**config.mk**
```make
export PLATFORM = sky130hd
export DESIGN_NAME = led_pattern_ctrl
export DESIGN_NICKNAME = d
export VERILOG_FILES = /design/src/rtl/led_pattern_ctrl.sv
export SDC_FILE = /design/constraint.sdc
export NUM_CORES = 1
export LEC_CHECK = 0
export CAP_MARGIN = 30
export CORE_AREA = 2 2 66 68
export CTS_CLUSTER_SIZE = 12
export DETAILED_ROUTE_END_ITERATION = 10
export DIE_AREA = 0 0 68 70
export PLACE_DENSITY = 0.84
export RECOVER_POWER = 100
export SLEW_MARGIN = 20
export SYNTH_ARGS = -nofsm -noshare
export SYNTH_HDL_FRONTEND = slang
export SYNTH_SLANG_ARGS = --single-unit
```
**constraint.sdc**
```tcl
create_clock -name clk1MHz -period 6.4 [get_ports clk1MHz]
set_clock_uncertainty 0.1 [all_clocks]
set_input_delay 0.64 -clock clk1MHz [delete_from_list [all_inputs] [get_ports clk1MHz]]
set_output_delay 0.64 -clock clk1MHz [all_outputs]
set_load 0.01 [all_outputs]
```
**src/rtl/led_pattern_ctrl.sv**
```systemverilog
// led_pattern_ctrl: step-strobed 8-LED pattern sequencer with four modes, pause,
// and mode changes deferred to step boundaries.
module led_pattern_ctrl #(
  parameter int STEP_CYCLES = 500_000,
  parameter int CNT_W       = 19
) (
  input  logic       clk1MHz,
  input  logic       rst,
  input  logic       mode_req,
  input  logic [1:0] mode_sel,
  input  logic       pause,
  output logic [7:0] led,
  output logic [1:0] mode,
  output logic       step_tick
);
  logic [CNT_W-1:0] cnt_q, cnt_d;
  logic [7:0] led_q, led_d;
  logic [1:0] mode_q, mode_d, pend_m_q, pend_m_d, req_m;
  logic dir_q, dir_d, tick_q, tick_d, pend_v_q, pend_v_d, step, req_v;
  function automatic logic [7:0] seed(input logic [1:0] m);
    return m == 2'd1 ? 8'h80 : m == 2'd3 ? 8'hFF : 8'h01;
  endfunction
  always_comb begin
    step = !pause && cnt_q == CNT_W'(STEP_CYCLES - 1);
    req_v = mode_req || pend_v_q;
    req_m = mode_req ? mode_sel : pend_m_q;
    cnt_d = pause ? cnt_q : step ? '0 : cnt_q + CNT_W'(1);
    tick_d = step;
    pend_m_d = mode_req ? mode_sel : pend_m_q;
    pend_v_d = !step && req_v;
    mode_d = mode_q;
    led_d = led_q;
    dir_d = dir_q;
    if (step && req_v) begin
      mode_d = req_m;
      led_d = seed(req_m);
      dir_d = 1'b0;
    end else if (step) begin
      // a corrupted non-one-hot shift pattern self-heals by reseeding
      if (mode_q != 2'd3 && !$onehot(led_q)) led_d = seed(mode_q);
      else if (mode_q == 2'd0) led_d = {led_q[6:0], led_q[7]};
      else if (mode_q == 2'd1) led_d = {led_q[0], led_q[7:1]};
      else if (mode_q == 2'd3) led_d = ~led_q;
      else if (!dir_q) begin
        led_d = led_q == 8'h80 ? 8'h40 : led_q << 1;
        dir_d = led_q == 8'h80;
      end else begin
        led_d = led_q == 8'h01 ? 8'h02 : led_q >> 1;
        dir_d = led_q != 8'h01;
      end
    end
  end
  always_ff @(posedge clk1MHz or posedge rst) begin
    if (rst) begin
      cnt_q <= '0;
      led_q <= 8'h01;
      mode_q <= 2'd0;
      dir_q <= 1'b0;
      tick_q <= 1'b0;
      pend_v_q <= 1'b0;
      pend_m_q <= 2'd0;
    end else begin
      cnt_q <= cnt_d;
      led_q <= led_d;
      mode_q <= mode_d;
      dir_q <= dir_d;
      tick_q <= tick_d;
      pend_v_q <= pend_v_d;
      pend_m_q <= pend_m_d;
    end
  end
  assign led = led_q;
  assign mode = mode_q;
  assign step_tick = tick_q;
endmodule

```
# [Word-level counts from Yosys, hierarchy flattened]
# Index checks and enable logic that the tools add are counted.
# W data, S select, Z words.
[word_totals] wordCells=63 out_inout_bits=11 regBits=34
[classes] n_bitwise=1 n_mux=22 addsub=8 n_eq_ne=14 reduce_logical=11
[ops] cell="$mux W8" n=12
[ops] cell="$add A19 B1 Y19 const B" n=1
[ops] cell="$eq A19 B19 Y1 const B" n=1
[ops] cell="$mux W19" n=1
[ops] cell="$ne A2 B2 Y1 const B" n=5
[ops] cell="$add A1 B1 Y2" n=4
[ops] cell="$eq A8 B1 Y1 const B" n=1
[ops] cell="$eq A8 B8 Y1 const B" n=1
[ops] cell="$ne A8 B1 Y1 const B" n=1
[ops] cell="$not A8 Y8" n=1
[ops] cell="$mux W1" n=7
[ops] cell="$mux W7" n=1
[ops] cell="$add A2 B2 Y3" n=2
[ops] cell="$reduce_and A5 Y1" n=1
[ops] cell="$add A3 B3 Y4" n=1
[ops] cell="$eq A2 B1 Y1 const B" n=2
[ops] cell="$eq A2 B2 Y1 const B" n=2
[ops] cell="$eq A4 B1 Y1 const B" n=1
[ops] cell="$logic_and A1 B1 Y1" n=4
[ops] cell="$logic_not A1 Y1" n=3
[ops] cell="$logic_not A2 Y1" n=1
[ops] cell="$mux W2" n=1
[ops] cell="$reduce_bool A2 Y1" n=1
[ops] cell="$logic_or A1 B1 Y1" n=1

# [Logic depth before layout (Yosys ltp)]
# Gate-level depths: netlist (run 1).
[depth] depth_word=9 ltp_mapped=13 ltp_nobuf=13

# [Worst setup path before layout (run 1)]
# No wires, ideal clock.
[synth_timing] path_type="flip-flop to flip-flop" startpoint="reg led_q[0] (netlist: led[0])" endpoint="reg led_q[7] (netlist: led[7])" setup_ns=0.126 path_stages_with_launch=14 arrival_time_ns=3.816 period_less_slack_ns=4.042 slack_ns=2.358 path_cell_list="dfstp_2 -> inv_1 -> fa_1 -> fa_1 -> fa_1 -> inv_1 -> ha_1 -> inv_1 -> fa_1 -> and4b_1 -> a31o_2 -> o32ai_4 -> nor2_2 -> o32a_1"
[synth_between] elab_chain_cells=9 elab_cells_between_ends=15 classes_between="add/sub (3); eq/ne (2); mux (8); reduce/logical (2)"
[synth_lines] item="start, declared" line="17" text="logic [7:0] led_q, led_d;"
[synth_lines] item="start signal, assigned" line="64" text="led_q <= led_d;"
[synth_lines] item="$add A1 B1 Y2 (implied by the code) / $eq A8 B8 Y1 (equally long branches)" line="40, 45"
[synth_lines] item="$add A2 B2 Y3 (implied by the code) / $mux W8 (equally long branches)" line="40, 45"
[synth_lines] item="$add A3 B3 Y4 (implied by the code) / $mux W8 (equally long branches)" line="40, 44"
[synth_lines] item="$eq A4 B1 Y1 / $mux W8 (equally long branches)" line="40, 43"
[synth_lines] item="$logic_not A1 Y1 / $mux W8 (equally long branches)" line="40, 42"
[synth_lines] item="$logic_and A1 B1 Y1 / $mux W8 (equally long branches)" line="40, 41"
[synth_lines] item="$mux W8 *" line="40" text="if (mode_q != 2'd3 && !$onehot(led_q)) led_d = seed(mode_q);"
[synth_lines] item="$mux W8 *" line="38" text="end else if (step) begin"
[synth_lines] item="$mux W8 *" line="34" text="if (step && req_v) begin"
# Mark *: on every way between the ends. The rest lies on a longest branch, timed or not. The select of a mux whose other input is x is not followed.
# A chain may end at the register's enable or synchronous reset.

# [Worst setup path after layout (run 1)]
# Ends and elaborated chain as after synthesis.

==> impl_metrics.csv, run 1 <==
group,metric,value,unit
finish,diodes,0,
detailed_routing,drc_violation_total_after_the_first_tritonroute_iteration,115,
status,failed_checks,"capacitance limit, slew limit",
synthesis,post-synth-top-area-fraction,0.385,
global_route,vias_in_the_first_global_route,1759,
timing,setup_total_negative_slack,0,ps
clock_network,cts_hold_buffers,0,
clock_network,cts_root_buf,"clkbuf_8",
finish,leading_cell_types_in_the_layout_fill_and_taps_excluded,"33 x dfrtp_1, 22 x nand2_1, 21 x inv_1, 19 x nor2_1, 14 x dlygate4sd3_1",
global_route,antenna_found_initial,0,
clock_network,numClockSinks,34,
clock_network,h-tree-depth,2,
synthesis,yosys.cell_types.count,55,
floorplan,fp.dieArea,4760,um^2
setup_path,crit_path_start_kind,"flip-flop",
timing,finalCriticalPeriod,4550,ps
clock_network,clkSlewWorstSetupHoldPaths,70,ps
finish,fillCellCount,365,
global_route,grt_pass1_wl,8270,um
synthesis,postSynthNetCount,242,
synthesis,synthesis.area_per_instance,9.48,um^2
min_path,holdCritPathClass,"flip-flop to flip-flop",
synthesis,synthFlopType,"dfrtp_1",
clock_network,clock_latency,280,ps
detailed_routing,detail_route.wirelength,4760,um
synthesis,synthesis.instances,226,
synthesis,synth_seq_cells,34,
finish,final_nets,259,
synthesis,seq_area_frac_synth,0.398,
timing,tightestPinTransition,1810,ps
floorplan,initial_core_util,0.517,
timing,final_max_slew_viol_count,35,
clock_network,post_cts_resized,0,
placed_design,place.detailed.hpwl,3350,um
synthesis,synth_edf_count,0,
detailed_routing,viasPerCell,6.08,
synthesis,synth_top_area_cell,"dfrtp_1",
global_route,grt_start_max_net_pins,35,
timing,post-route-period-util,0.711,
global_route,overflow,0,
setup_path,crit_path_max_fanout,7,
detailed_routing,drt-pass1-iter-count,4,
setup_path,worst_ep_arrival_time,4620,ps
clock_network,setup_bufs_post_cts,0,
timing,report.final.setup_viol,0,
timing,timing_hold_violations_final,0,
floorplan,fp.dieH,70,um
detailed_routing,wl_per_cell,16.1,um
setup_path,worst_ep_required_time,6470,ps
timing,slew_headroom,-0.207,
synthesis,syn_area,2140,um^2
floorplan,placementRows,24,
pwr,fin_total_pwr,0.000488,W
setup_path,timing.setup.critical_path_class,"flip-flop to flip-flop",
status,status,"finished with violations",
floorplan,die_x,68,um
placed_design,portBuffers,16,
finish,flow.area_growth_from_synthesis,13.0,%
finish,drive_gt1_frac,0.0576,
clock_network,tritoncts,"yes",
pwr,power_per_cell_area,201,nW/um^2
setup_path,critPathCaptureType,"flip-flop",
floorplan,ios,17,
clock_network,clk_path_buf_depth,2,
timing,setup_repair_after_global_routing_missed_its_margin,"no",
global_route,grtUsageTotal,0.231,
finish,post-route-util,0.584,
detailed_routing,routed-via-count,1793,
pwr,leakagePower,1.08,nW
synthesis,async_reset_ff_frac,1.00,
detailed_routing,remaining_drc_errors,0,
clock_network,clock_buffers_created_by_tritoncts,5,
timing,fmaxAchievable,0.220,GHz
detailed_routing,final_antenna_net_count,0,
flow_run,maximum_capacitance_violations,1,
synthesis,synthTopCellsByArea,"dfrtp_1 39%, nand2_1 3.9%, fa_1 3.7%",
pwr,max-vdd-ir-drop,0.148,mV
floorplan,design.core.area,4140,um^2
synthesis,yosys_warnings,0,
placed_design,routability_driven_placement_congestion_ratio,0.897,
finish,mostFrequentLayoutCell,"dfrtp_1",
[flip-flops by register name (all words and copies together), names as in the netlist]
name / cells
mode: 2
step_tick: 1
led: 8
pend_m_q: 2
dir_q: 1
cnt_q: 19
pend_v_q: 1
[synthesized netlist by cell type, drive strengths merged (3+ instances only)]
cell type,instances
a21o,4
a2bb2oi,6
clkbuf,3
nand2,22
a21oi,7
nor3,6
nand3,8
or4,3
inv,21
buf,4
nand4,5
a211oi,5
fa,4
o21ai,10
mux2i,6
xor2,4
dfrtp,33
o22ai,4
xnor2,9
nor2,20
ha,6
[report_power, final]
part / switching, W / leakage (nW) / total, W / internal (W)
Clock: 0.0000723 / 0.0573 / 0.000197 / 0.000124
Combinational: 0.0000212 / 0.612 / 0.0000413 / 0.0000201
Sequential: 0.0000178 / 0.409 / 0.000249 / 0.000232
Total: 0.000111 / 1.08 / 0.000488 / 0.000376
[logic make-up (layout without fill, tap and decap cells)]
logic type | Yosys count | in the layout | share of synthesized area
muxes | 8 | 8 | 0.0438
xor gates and xnor gates | 13 | 13 | 0.0531
adders and majority gates | 10 | 10 | 0.0724
buffers and inverters | 29 | 46 | 0.0560
DFF | 34 | 34 | 0.398
and+or+nand+nor | 82 | 82 | 0.202
AOI/OAI and AO/OA | 50 | 50 | 0.175
[worst max-delay path, cell delays in order, from the launching register on]
cell	delay [ps]
dfstp_1	630
inv_1	130
fa_1	560
fa_1	420
fa_1	490
inv_1	40
ha_1	180
inv_1	70
fa_1	410
and4b_1	180
a31o_1	250
o32ai_1	530
nor2_2	70
o32a_1	360
[stage by stage]
step,worst slack (ps),cells,hold WS [ps],instance area [um^2]
2_1_floorplan,2360,226,337,2140
3_3_place_gp,2310,288,353,2340
3_5_place_dp,2200,288,366,2340
4_1_cts,2210,295,376,2450
5_1_grt,1620,295,390,2420
6_report,1850,295,375,2420
[routing by layer]
layer  track usage  vias to the layer above  part of all wire
li1              -                      841                 -
met1         0.316                      865              0.43
met2         0.342                       76              0.47
met3        0.0612                       11             0.071
met4        0.0978                        0             0.023
met5             0                        -                 0
[final timing paths]
path | from | endpoint | slack, ps | cells past startpoint
setup / recovery | led[0]$_DFFE_PP1P_ | led[7]$_DFFE_PP0P_ | 1850 | 13
min in group asynchronous | rst | led[3]$_DFFE_PP0P_ | 1340 | 3
max in group asynchronous | rst | cnt_q[14]$_DFFE_PP0N_ | 3820 | 3
hold / removal | cnt_q[16]$_DFFE_PP0N_ | cnt_q[16]$_DFFE_PP0N_ | 370 | 1
setup reg to reg | led[0]$_DFFE_PP1P_ | led[7]$_DFFE_PP0P_ | 1850 | 13
hold reg to reg | cnt_q[16]$_DFFE_PP0N_ | cnt_q[16]$_DFFE_PP0N_ | 370 | 1
[cell type report]
class                           count  area (um^2)  share of cell area
Sequential cell                    34          852               0.352
Timing Repair Buffer               17          164              0.0677
Clock buffer                        6         82.6              0.0341
Inverter                           22         83.8              0.0346
Tap cell                           52         65.1              0.0269
Clock inverter                      1         30.0              0.0124
Multi-Input combinational cell    163         1140               0.472
No activity file was read; power rests on OpenSTA's default activity.
==> inputs of run 2 (changes only) <==
--- a/config.mk
+++ b/config.mk
@@ -6,11 +6,11 @@
 export NUM_CORES = 1
 export LEC_CHECK = 0
 export CAP_MARGIN = 30
-export CORE_AREA = 2 2 66 68
+export CORE_AREA = 2 2 68 70
 export CTS_CLUSTER_SIZE = 12
 export DETAILED_ROUTE_END_ITERATION = 10
-export DIE_AREA = 0 0 68 70
-export PLACE_DENSITY = 0.84
+export DIE_AREA = 0 0 70 72
+export PLACE_DENSITY = 0.83
 export RECOVER_POWER = 100
 export SLEW_MARGIN = 20
 export SYNTH_ARGS = -nofsm -noshare
==> constraint.sdc (replaced) <==
create_clock -name clk1MHz -period 4.1 [get_ports clk1MHz]
set_clock_uncertainty 0.1 [all_clocks]
set_input_delay 0.41 -clock clk1MHz [delete_from_list [all_inputs] [get_ports clk1MHz]]
set_output_delay 0.41 -clock clk1MHz [all_outputs]
set_load 0.01 [all_outputs]
==> run 2 against run 1 <==
Against the previous run: the flow finishes with violations (capacitance limit, slew limit, setup timing); sequential share of layout area decreased by 1.5 points; worst hold slack got worse by 9.1 ps; via count increased by 3.4%; final cell count increased by 2.7%; critical endpoint is now led[3]$_DFFE_PP0P_; highest routed layer unchanged.
==> impl_metrics.csv, run 2 (synthesis gave the netlist of run 1 again) <==
group,metric,value,unit
pwr,power.clock.fraction,0.364,
timing,setup_total_negative_slack,-33.8,ps
pwr,leakagePower,1.11,nW
placed_design,portBuffers,16,
timing,final_max_slew_viol_count,35,
finish,diodes,0,
floorplan,initial_core_util,0.503,
finish,leading_cell_types_in_the_layout_fill_and_taps_excluded,"33 x dfrtp_1, 22 x nand2_1, 18 x inv_1, 18 x nor2_1",
clock_network,clkSlewWorstSetupHoldPaths,70,ps
setup_path,ff2ff_path_depth,13,
timing,report.final.setup_viol,2,
finish,mostFrequentLayoutCell,"dfrtp_1",
pwr,cellInternalPower,0.000529,W
setup_path,crit_path_start_kind,"flip-flop",
setup_path,worstSetupPathDepth,13,
pwr,power_per_cell_area,284,nW/um^2
timing,timing_hold_violations_final,0,
detailed_routing,drc_violation_total_after_the_first_tritonroute_iteration,209,
finish,drive_gt1_frac,0.147,
finish,max_flop_register,"cnt_q",
detailed_routing,drt-pass1-iter-count,5,
setup_path,path_delay_family,"adder cells",
floorplan,fp.dieH,72,um
global_route,grt_pass1_wl,8250,um
global_route,antenna_found_initial,0,
finish,flow.area_growth_from_synthesis,17.9,%
finish,final_area,2530,um^2
pwr,p_sw_frac,0.263,
detailed_routing,wl_per_cell,16.7,um
timing,slew_headroom,-0.198,
timing,tightestPinTransition,1800,ps
min_path,worstHoldPathCells,1,
setup_path,critical_path.most_common_cell,"fa_1",
detailed_routing,detail_route.wirelength,5050,um
min_path,holdCritPathClass,"flip-flop to flip-flop",
pwr,max-vdd-ir-drop,0.233,mV
placed_design,routability_driven_placement_congestion_ratio,0.928,
floorplan,design.core.area,4260,um^2
pwr,switchingPower,0.000189,W
global_route,grt_start_max_net_pins,35,
global_route,vias_in_the_first_global_route,1742,
setup_path,cell_at_the_slowest_stage_of_the_critical_path,"fa_2",
detailed_routing,final_antenna_net_count,0,
setup_path,critical_path_buf_inv_count,3,
timing,whs,366,ps
clock_network,cts_hold_buffers,0,
clock_network,clock_latency,290,ps
global_route,grtUsageTotal,0.207,
detailed_routing,viasPerCell,6.12,
timing,setup_ws,-29.6,ps
setup_path,critPathCaptureType,"flip-flop",
timing,post-route-period-util,1.01,
clock_network,clock_buffers_created_by_tritoncts,5,
pwr,fin_total_pwr,0.000718,W
setup_path,worst_ep_required_time,4210,ps
finish,final_nets,266,
setup_path,max_stage_delay,560,ps
timing,finalCriticalPeriod,4130,ps
status,status,"finished with violations",
global_route,overflow,0,
flow_run,maximum_capacitance_violations,1,
placed_design,place.detailed.hpwl,3420,um
status,failed_checks,"capacitance limit, slew limit, setup timing",
clock_network,tritoncts,"yes",
finish,largest_register_ffs,19,
clock_network,cts_root_buf,"clkbuf_8",
detailed_routing,remaining_drc_errors,0,
clock_network,numClockSinks,34,
placed_design,placedInstanceArea,2360,um^2
pwr,pwr-share-seq,0.542,
floorplan,ios,17,
floorplan,fp.dieArea,5040,um^2
floorplan,placementRows,24,
placed_design,placement.setup.worst_slack,26.3,ps
setup_path,worst_ep_arrival_time,4240,ps
detailed_routing,routed-via-count,1854,
clock_network,clk_path_buf_depth,2,
clock_network,h-tree-depth,2,
setup_path,crit_path_max_fanout,7,
timing,setup_repair_after_global_routing_missed_its_margin,"yes",
setup_path,timing.setup.critical_path_class,"flip-flop to flip-flop",
pwr,power.combinational.fraction,0.095,
setup_path,crit_chain,"inv_2 > fa_1 > fa_1 > fa_1 > inv_1 > ha_2 > inv_2 > fa_2 > nor4bb_4 > a31o_2 > o32ai_4 > a211oi_1 > a2bb2oi_1",
timing,fmaxAchievable,0.242,GHz
floorplan,die_x,70,um
run 2: changes by cell type in the layout (fill, tap and decap cells not counted), sizes merged:
cell           change
buf                +7
clkdlybuf4s50      +5
dlygate4sd3        -5
clkinv             +2
bufinv             -1
run 2: cell type report:
class / count / area, um^2
Timing Repair Buffer: 24 / 220
Clock inverter: 2 / 12.5
Tap cell: 52 / 65.1
Fill cell: 351 / 1740
Multi-Input combinational cell: 163 / 1210
Inverter: 22 / 83.8
Clock buffer: 6 / 82.6
Sequential cell: 34 / 852
run 2: final timing paths:
check                                   endpoint  slack, ps             startpoint
max                           led[3]$_DFFE_PP0P_        -30     led[0]$_DFFE_PP1P_
min                        cnt_q[16]$_DFFE_PP0N_        370  cnt_q[16]$_DFFE_PP0N_
max reg2reg                   led[3]$_DFFE_PP0P_        -30     led[0]$_DFFE_PP1P_
min reg2reg                cnt_q[16]$_DFFE_PP0N_        370  cnt_q[16]$_DFFE_PP0N_
max in group asynchronous  pend_m_q[1]$_DFF_PP0_       1770                    rst
min in group asynchronous     led[5]$_DFFE_PP0P_       1090                    rst
run 2: worst register-to-register path, stage by stage, from the launching register on:
cell       delay [ps]
dfstp_2           550
inv_2              50
fa_1              460
fa_1              540
fa_1              420
inv_1             100
ha_2              210
inv_2              50
fa_2              560
nor4bb_4          200
a31o_2            230
o32ai_4           140
a211oi_1          230
a2bb2oi_1         200
run 2: stage by stage:
stage               cells  utilization
global route          303        0.593
floorplan             226            -
CTS                   299        0.576
global placement      291        0.554
detailed placement    291        0.554
finish                303        0.593
run 2: metal layers:
| metal | up-vias | wire [um] | track usage |
|---|---|---|---|
| li1 | 859 | - | - |
| met1 | 901 | 2230 | 0.283 |
| met2 | 78 | 2380 | 0.324 |
| met3 | 16 | 304 | 0.0417 |
| met4 | 0 | 130 | 0.0855 |
| met5 | - | 0 | 0 |
run 2: repair_timing:
item                                    CTS  global route
setup buffers                             0             4
pin swaps                                 1            10
gates resized for setup                   0            12
endpoints found under the setup margin    1             7
run 2: power by group through the flow:
stage,clock [W],sequential (W),combinational [W]
after floorplan,0,0.000389,0.0000518
after global routing,0.000285,0.000394,0.0000807
after detailed placement,0,0.000394,0.0000703
after CTS,0.000269,0.000389,0.0000709
after global placement,0,0.000394,0.0000657
final,0.000261,0.000389,0.0000679
